$ cat src/rtl/sevenseg_ctrl_if.sv
// Data-store bus seen by the seven-segment controller: one store port and
// one load port with a registered load-data return.
interface sevenseg_ctrl_if;
  logic        wr_en_i;
  logic [31:0] wr_addr_i;
  logic [31:0] wr_data_i;
  logic        rd_en_i;
  logic [31:0] rd_addr_i;
  logic [31:0] rd_data_o;

  // The CPU side issues loads and stores and receives load data
  modport master (
    output wr_en_i, wr_addr_i, wr_data_i, rd_en_i, rd_addr_i,
    input  rd_data_o
  );

  // The controller side decodes the accesses and returns load data
  modport slave (
    input  wr_en_i, wr_addr_i, wr_data_i, rd_en_i, rd_addr_i,
    output rd_data_o
  );
endinterface

$ cat src/rtl/sevenseg_ctrl.sv
// Memory-mapped multiplexed seven-segment display controller.
// Holds one segment register per digit plus CTRL and BLANK registers, and scans
// the common-anode digits with an all-off guard interval between digits to
// suppress ghosting.
module sevenseg_ctrl #(
  parameter logic [31:0] BASE_ADDR    = 32'h400,
  parameter int          NUM_DIGITS   = 4,
  parameter int          REFRESH_DIV  = 50000,
  parameter int          GUARD_CYCLES = 4
) (
  input  logic                  clk,
  input  logic                  rstn,
  sevenseg_ctrl_if.slave        bus,
  output logic [6:0]            seg_o,
  output logic                  dp_o,
  output logic [NUM_DIGITS-1:0] an_o
);

  localparam int IDX_W   = (NUM_DIGITS > 1) ? $clog2(NUM_DIGITS) : 1;
  localparam int CNT_MAX = (REFRESH_DIV > GUARD_CYCLES) ? REFRESH_DIV : GUARD_CYCLES;
  localparam int CNT_W   = $clog2(CNT_MAX);

  localparam logic [31:0] OFF_CTRL  = 32'h40;
  localparam logic [31:0] OFF_BLANK = 32'h44;
  localparam logic [31:0] DIGIT_SPAN = 32'(4 * NUM_DIGITS);

  typedef enum logic [1:0] {
    ST_OFF,
    ST_GUARD,
    ST_DRIVE
  } state_t;

  logic [7:0]            digit_q [NUM_DIGITS];
  logic [1:0]            ctrl_q;
  logic [NUM_DIGITS-1:0] blankMask_q;
  logic [31:0]           rdData_q;

  state_t                state_q;
  logic [IDX_W-1:0]      idx_q;
  logic [CNT_W-1:0]      cnt_q;
  logic [6:0]            seg_q;
  logic                  dp_q;
  logic [NUM_DIGITS-1:0] an_q;

  logic [31:0]           wrOff;
  logic [31:0]           rdOff;
  logic                  wrDigitHit;
  logic                  wrCtrlHit;
  logic                  wrBlankHit;
  logic [IDX_W-1:0]      wrIdx;
  logic [31:0]           rdValue;

  logic [7:0]            curDigit;
  logic                  curBlank;
  logic [NUM_DIGITS-1:0] curOneHot;
  logic [6:0]            driveSeg;
  logic                  driveDp;
  logic [NUM_DIGITS-1:0] driveAn;
  logic                  unusedWrData;

  function automatic logic [6:0] hexDecode(input logic [3:0] value);
    case (value)
      4'h0: hexDecode = 7'h3F;
      4'h1: hexDecode = 7'h06;
      4'h2: hexDecode = 7'h5B;
      4'h3: hexDecode = 7'h4F;
      4'h4: hexDecode = 7'h66;
      4'h5: hexDecode = 7'h6D;
      4'h6: hexDecode = 7'h7D;
      4'h7: hexDecode = 7'h07;
      4'h8: hexDecode = 7'h7F;
      4'h9: hexDecode = 7'h6F;
      4'hA: hexDecode = 7'h77;
      4'hB: hexDecode = 7'h7C;
      4'hC: hexDecode = 7'h39;
      4'hD: hexDecode = 7'h5E;
      4'hE: hexDecode = 7'h79;
      default: hexDecode = 7'h71;
    endcase
  endfunction

  // Only the low data byte and the CTRL/BLANK fields are stored; the rest is dropped
  assign unusedWrData = ^bus.wr_data_i[31:8];

  // Decode store and load addresses relative to the register window
  always_comb begin
    wrOff      = bus.wr_addr_i - BASE_ADDR;
    rdOff      = bus.rd_addr_i - BASE_ADDR;
    wrDigitHit = bus.wr_en_i && (wrOff[1:0] == 2'b00) && (wrOff < DIGIT_SPAN);
    wrCtrlHit  = bus.wr_en_i && (wrOff == OFF_CTRL);
    wrBlankHit = bus.wr_en_i && (wrOff == OFF_BLANK);
    wrIdx      = wrOff[IDX_W+1:2];
    rdValue    = 32'h0;
    if ((rdOff[1:0] == 2'b00) && (rdOff < DIGIT_SPAN)) begin
      rdValue = {24'h0, digit_q[rdOff[IDX_W+1:2]]};
    end else if (rdOff == OFF_CTRL) begin
      rdValue = {30'h0, ctrl_q};
    end else if (rdOff == OFF_BLANK) begin
      rdValue = 32'(blankMask_q);
    end
  end

  // Segment, anode and dp pattern for the digit currently selected by the scan
  always_comb begin
    curDigit          = digit_q[idx_q];
    curBlank          = blankMask_q[idx_q];
    curOneHot         = '0;
    curOneHot[idx_q]  = 1'b1;
    driveSeg          = ctrl_q[1] ? hexDecode(curDigit[3:0]) : curDigit[6:0];
    driveDp           = curDigit[7];
    driveAn           = ~curOneHot;
    if (curBlank) begin
      driveSeg = 7'h0;
      driveDp  = 1'b0;
      driveAn  = '1;
    end
  end

  // Register file updates from full-word stores; unmapped stores fall through
  always_ff @(posedge clk) begin
    if (!rstn) begin
      for (int i = 0; i < NUM_DIGITS; i++) begin
        digit_q[i] <= 8'h0;
      end
      ctrl_q      <= 2'b01;
      blankMask_q <= '0;
    end else begin
      if (wrDigitHit) begin
        digit_q[wrIdx] <= bus.wr_data_i[7:0];
      end
      if (wrCtrlHit) begin
        ctrl_q <= bus.wr_data_i[1:0];
      end
      if (wrBlankHit) begin
        blankMask_q <= bus.wr_data_i[NUM_DIGITS-1:0];
      end
    end
  end

  // Registered load data; sees the pre-store value when a store hits the same cycle
  always_ff @(posedge clk) begin
    if (!rstn) begin
      rdData_q <= 32'h0;
    end else if (bus.rd_en_i) begin
      rdData_q <= rdValue;
    end
  end

  // Scan FSM: guard, drive, next digit; outputs are registered for the state being entered
  always_ff @(posedge clk) begin
    if (!rstn) begin
      state_q <= ST_GUARD;
      idx_q   <= '0;
      cnt_q   <= '0;
      seg_q   <= 7'h0;
      dp_q    <= 1'b0;
      an_q    <= '1;
    end else begin
      seg_q <= 7'h0;
      dp_q  <= 1'b0;
      an_q  <= '1;
      if (!ctrl_q[0]) begin
        state_q <= ST_OFF;
        idx_q   <= '0;
        cnt_q   <= '0;
      end else begin
        case (state_q)
          ST_OFF: begin
            state_q <= ST_GUARD;
            idx_q   <= '0;
            cnt_q   <= '0;
          end
          ST_GUARD: begin
            if (cnt_q == CNT_W'(GUARD_CYCLES - 1)) begin
              state_q <= ST_DRIVE;
              cnt_q   <= '0;
              seg_q   <= driveSeg;
              dp_q    <= driveDp;
              an_q    <= driveAn;
            end else begin
              cnt_q <= cnt_q + 1'b1;
            end
          end
          ST_DRIVE: begin
            if (cnt_q == CNT_W'(REFRESH_DIV - 1)) begin
              state_q <= ST_GUARD;
              cnt_q   <= '0;
              idx_q   <= (idx_q == IDX_W'(NUM_DIGITS - 1)) ? '0 : idx_q + 1'b1;
            end else begin
              cnt_q <= cnt_q + 1'b1;
              seg_q <= driveSeg;
              dp_q  <= driveDp;
              an_q  <= driveAn;
            end
          end
          default: begin
            state_q <= ST_OFF;
            idx_q   <= '0;
            cnt_q   <= '0;
          end
        endcase
      end
    end
  end

  assign seg_o         = seg_q;
  assign dp_o          = dp_q;
  assign an_o          = an_q;
  assign bus.rd_data_o = rdData_q;

endmodule

$ cat src/flat_wrapper.sv
// flat-port wrapper written by rule: the top's interface ports become plain ports
module sevenseg_ctrl_flat 
#(
  parameter logic [31:0] BASE_ADDR    = 32'h400,
  parameter int          NUM_DIGITS   = 4,
  parameter int          REFRESH_DIV  = 50000,
  parameter int          GUARD_CYCLES = 4
)
  (clk, rstn, seg_o, dp_o, an_o, bus_wr_en_i, bus_wr_addr_i, bus_wr_data_i, bus_rd_en_i, bus_rd_addr_i, bus_rd_data_o);
  sevenseg_ctrl_if bus_i ();
  input  logic clk;
  input  logic rstn;
  output logic [6:0] seg_o;
  output logic dp_o;
  output logic [NUM_DIGITS-1:0] an_o;
  input wire logic [$bits(bus_i.wr_en_i)-1:0] bus_wr_en_i;
  input wire logic [$bits(bus_i.wr_addr_i)-1:0] bus_wr_addr_i;
  input wire logic [$bits(bus_i.wr_data_i)-1:0] bus_wr_data_i;
  input wire logic [$bits(bus_i.rd_en_i)-1:0] bus_rd_en_i;
  input wire logic [$bits(bus_i.rd_addr_i)-1:0] bus_rd_addr_i;
  output wire logic [$bits(bus_i.rd_data_o)-1:0] bus_rd_data_o;
  assign bus_i.wr_en_i = bus_wr_en_i;
  assign bus_i.wr_addr_i = bus_wr_addr_i;
  assign bus_i.wr_data_i = bus_wr_data_i;
  assign bus_i.rd_en_i = bus_rd_en_i;
  assign bus_i.rd_addr_i = bus_rd_addr_i;
  assign bus_rd_data_o = bus_i.rd_data_o;
  sevenseg_ctrl #(.BASE_ADDR(BASE_ADDR), .NUM_DIGITS(NUM_DIGITS), .REFRESH_DIV(REFRESH_DIV), .GUARD_CYCLES(GUARD_CYCLES)) u_core (.clk(clk), .rstn(rstn), .bus(bus_i), .seg_o(seg_o), .dp_o(dp_o), .an_o(an_o));
endmodule
$ cat config.mk
export PLATFORM = sky130hd
export DESIGN_NAME = sevenseg_ctrl_flat
export DESIGN_NICKNAME = d
export VERILOG_FILES = /design/src/rtl/sevenseg_ctrl_if.sv /design/src/rtl/sevenseg_ctrl.sv /design/src/flat_wrapper.sv
export SDC_FILE = /design/constraint.sdc
export NUM_CORES = 1
export LEC_CHECK = 0
export CAP_MARGIN = 20
export CORE_UTILIZATION = 48
export DETAILED_ROUTE_END_ITERATION = 16
export DONT_BUFFER_PORTS = 1
export GPL_TIMING_DRIVEN = 0
export PLACE_DENSITY = 0.66
export SYNTH_ARGS = -nofsm -noshare
export SYNTH_HDL_FRONTEND = slang
export SYNTH_SLANG_ARGS = --single-unit
$ cat constraint.sdc
create_clock -name clk -period 2.3 [get_ports clk]
set_input_delay 0.345 -clock clk [delete_from_list [all_inputs] [get_ports clk]]
set_output_delay 0.345 -clock clk [all_outputs]
set_load 0.03 [all_outputs]
==> flow_summary.ini <==
[clock_tree]
path_clk_slew_ps = 80
cts_tree = yes
cts_root_buffer = clkbuf_8
h-tree-depth = 3
clkSinkCount = 80
clk_latency_ps = 350
cts_made_buffers = 9
clock_path_buffers = 2
cts_hold_buffers = 0

[logic_synthesis]
synth_top_family_by_area = simple AND/OR/NAND/NOR gates
yosysUniqueCellTypes = 55
netlist_area_um2 = 4260
ys_seq_elements = 80
async_reset_ff_frac = 0
yosys.area_share.simple = 0.227
synthTopCellsByArea = dfxtp_1, edfxtp_1, mux4_2
synth-edff-count = 32
synth_top_area_share = 0.226
synth_fa_ha_area_frac = 0.0353
synthMuxAreaShare = 0.0973
synth_warnings = 0
yosysSeqAreaShare = 0.451
yosysTopAreaCell = dfxtp_1
synth_xor_area_frac = 0.0370
ys.flop_type = dfxtp_1
synth_compound_area_frac = 0.0767
syn_area_per_cell_um2 = 10.2
synth_cells = 418

[global_route]
grt_overflow = 0
antenna_found_initial = 0
grt_pass1_wl_um = 14100
grt_start_max_net_pins = 16
grt_pass1_vias = 2982
track_usage = 0.205

[timing]
rsz0062_at_grt = no
final-setup-viol-count = 0
skew_ps = 5.36
setup_slack_ps = 141
tightestPinTransition_ps = 632
hold_ws_ps = 182
hold_viol = 0
finalSetupTns_ps = 0
max_freq_mhz = 463
fin_crit_ps = 2160
slew_headroom = 0.575
fin_crit_sh = 0.939
slew_viol_final = 0

[power_and_ir_drop]
p_int_mw = 2.39
finalPower_mw = 3.30
switchingPower_mw = 0.911
switching_share = 0.276
clockPowerShare = 0.357
vdd_ir_drop_max_v = 0.000292
p_leak_nw = 1.86
p_per_area_nw_per_um2 = 700
pwr-share-comb = 0.153
p_seq_frac = 0.490

[detailed_routing]
drtAntennaViolNets = 0
routed_wl_um = 9030
first_iter_violations = 133
vias = 3157
drc = 0
drtPass1Iterations = 4
vias_per_cell = 5.61
drt-wirelength-per-cell_um = 16.0

[floorplanning]
fp.dieW_um = 96.2
boundaryPins = 144
dieHeight_um = 96.2
rows = 33
start_util = 0.508
coreArea_um2 = 8380
die_area_um2 = 9250

[flow_run]
drv_cap = 0

[final_layout]
multiInputGateArea_um2 = 2110
drive_above_1_share = 0.166
syn_to_final_growth_pct = 10.7
seq_area_um2 = 1920
diodes = 0
nets = 565
fill_cells = 718

[hold_path]
min_path_type = in -> reg

[placement]
port-buffer-count = 0
dp_hpwl_um = 7090
dpl_worst_slack_ps = -141
routabilityCongestion = 0.862

[critical_path]
critPathCaptureType = flop
cp-start-kind = flop
worstSetupPathType = reg -> reg
cp_max_fo = 10
cp.arrival_ps = 2410
worstPathRequired_ps = 2550

[outcome]
run_status = completed
==> power by group through the flow <==
| stage | Clock [mW] | Sequential, mW | Combinational, mW |
|---|---|---|---|
| floorplan | 0 | 1.63 | 0.431 |
| global placement | 0 | 1.64 | 0.495 |
| detailed placement | 0 | 1.65 | 0.502 |
| CTS | 1.19 | 1.62 | 0.503 |
| global route | 1.24 | 1.63 | 0.567 |
| finish | 1.18 | 1.62 | 0.504 |
==> cell type report <==
type,count,area share
Clock buffer,9,0.0263
Timing Repair Buffer,1,0.00106
Buffer,41,0.0582
Multi-Input combinational cell,308,0.447
Tap cell,105,0.0279
Clock inverter,7,0.0218
Sequential cell,80,0.408
Inverter,12,0.00956
==> logic make-up after synthesis <==
group / Yosys count
compound gates: 50
xor+xnor: 18
fa+ha+maj: 12
buf+inv: 53
flops: 80
mux: 20
other cells: 1
simple gates: 184
==> cells in the mapped netlist, drive strengths merged, types with 6 or more instances <==
master,number
nor4,12
nor3,6
edfxtp,32
xnor2,11
a21oi,7
inv,11
nand3,11
dfxtp,48
clkbuf,9
nand2,39
nor2,45
o21ai,19
mux4,17
ha,12
and3,36
buf,32
xor2,7
nor2b,8
==> routing by layer <==
| layer | global-route usage | share of wire |
|---|---|---|
| met1 | 0.266 | 0.46 |
| met5 | 0 | 0 |
| met3 | 0.0427 | 0.066 |
| met2 | 0.339 | 0.46 |
| met4 | 0.0672 | 0.013 |
==> timing repair <==
action                                  in CTS  in global routing
endpoints found under the setup margin       0                  7
resized for setup                            0                  2
buffers inserted                             0                  0
==> registers in the layout (all words and copies together), names as in the netlist, named ones only <==
register,cells
u_core.bus.rd_data_o,8
u_core.cnt_q,16
u_core.state_q,2
u_core.digit_q,32
u_core.an_o,4
u_core.dp_o,1
u_core.idx_q,2
u_core.blankMask_q,4
u_core.seg_o,7
u_core.ctrl_q,2
==> through the flow <==
stage | utilization | instance area [um2] | instances
floorplan | - | 4340 | 441
detailed placement | 0.534 | 4480 | 547
finish | 0.562 | 4710 | 563
global route | 0.562 | 4710 | 563
global placement | 0.534 | 4470 | 546
CTS | 0.561 | 4710 | 563
==> worst paths after layout <==
check,startpoint,to,slack [ps],cells after the start
max reg2reg,u_core.cnt_q[11],u_core.cnt_q[8],140,8
min reg2reg,u_core.cnt_q[0],u_core.cnt_q[0],450,1
max,u_core.cnt_q[11],u_core.cnt_q[8],140,8
min,bus_wr_data_i[1],u_core.ctrl_q[1],180,2
==> placed cells by master (no fill, tap or decap), types with 3 or more instances in the layout <==
master    count
ha_1         12
edfxtp_1     32
inv_1        11
nor4b_1       4
o21ai_0      18
dfxtp_1      48
a22oi_1       5
nor4_1       11
nand3_1      10
nor3_1        6
xor2_1        7
a21oi_1       6
and3_1       36
conb_1       24
and2_1        4
a31o_2        5
xnor2_1      11
buf_1         3
buf_2         3
mux4_2       17
nor2_1       43
nor2b_1       8
nand2_1      39
nand4_1       5
nand2b_1      3
clkbuf_8      9
buf_4        24
clkbuf_1      9
==> worst max-delay path: stages, from the launching register on <==
cell and delay [ps]:
dfxtp_1 340, or4_1 560, nor4_2 310, a21boi_1 220
a21oi_2 190, or3_1 140, buf_6 130, buf_12 120
nor2_1 50
Note: power is estimated with default switching activity, not from simulation.
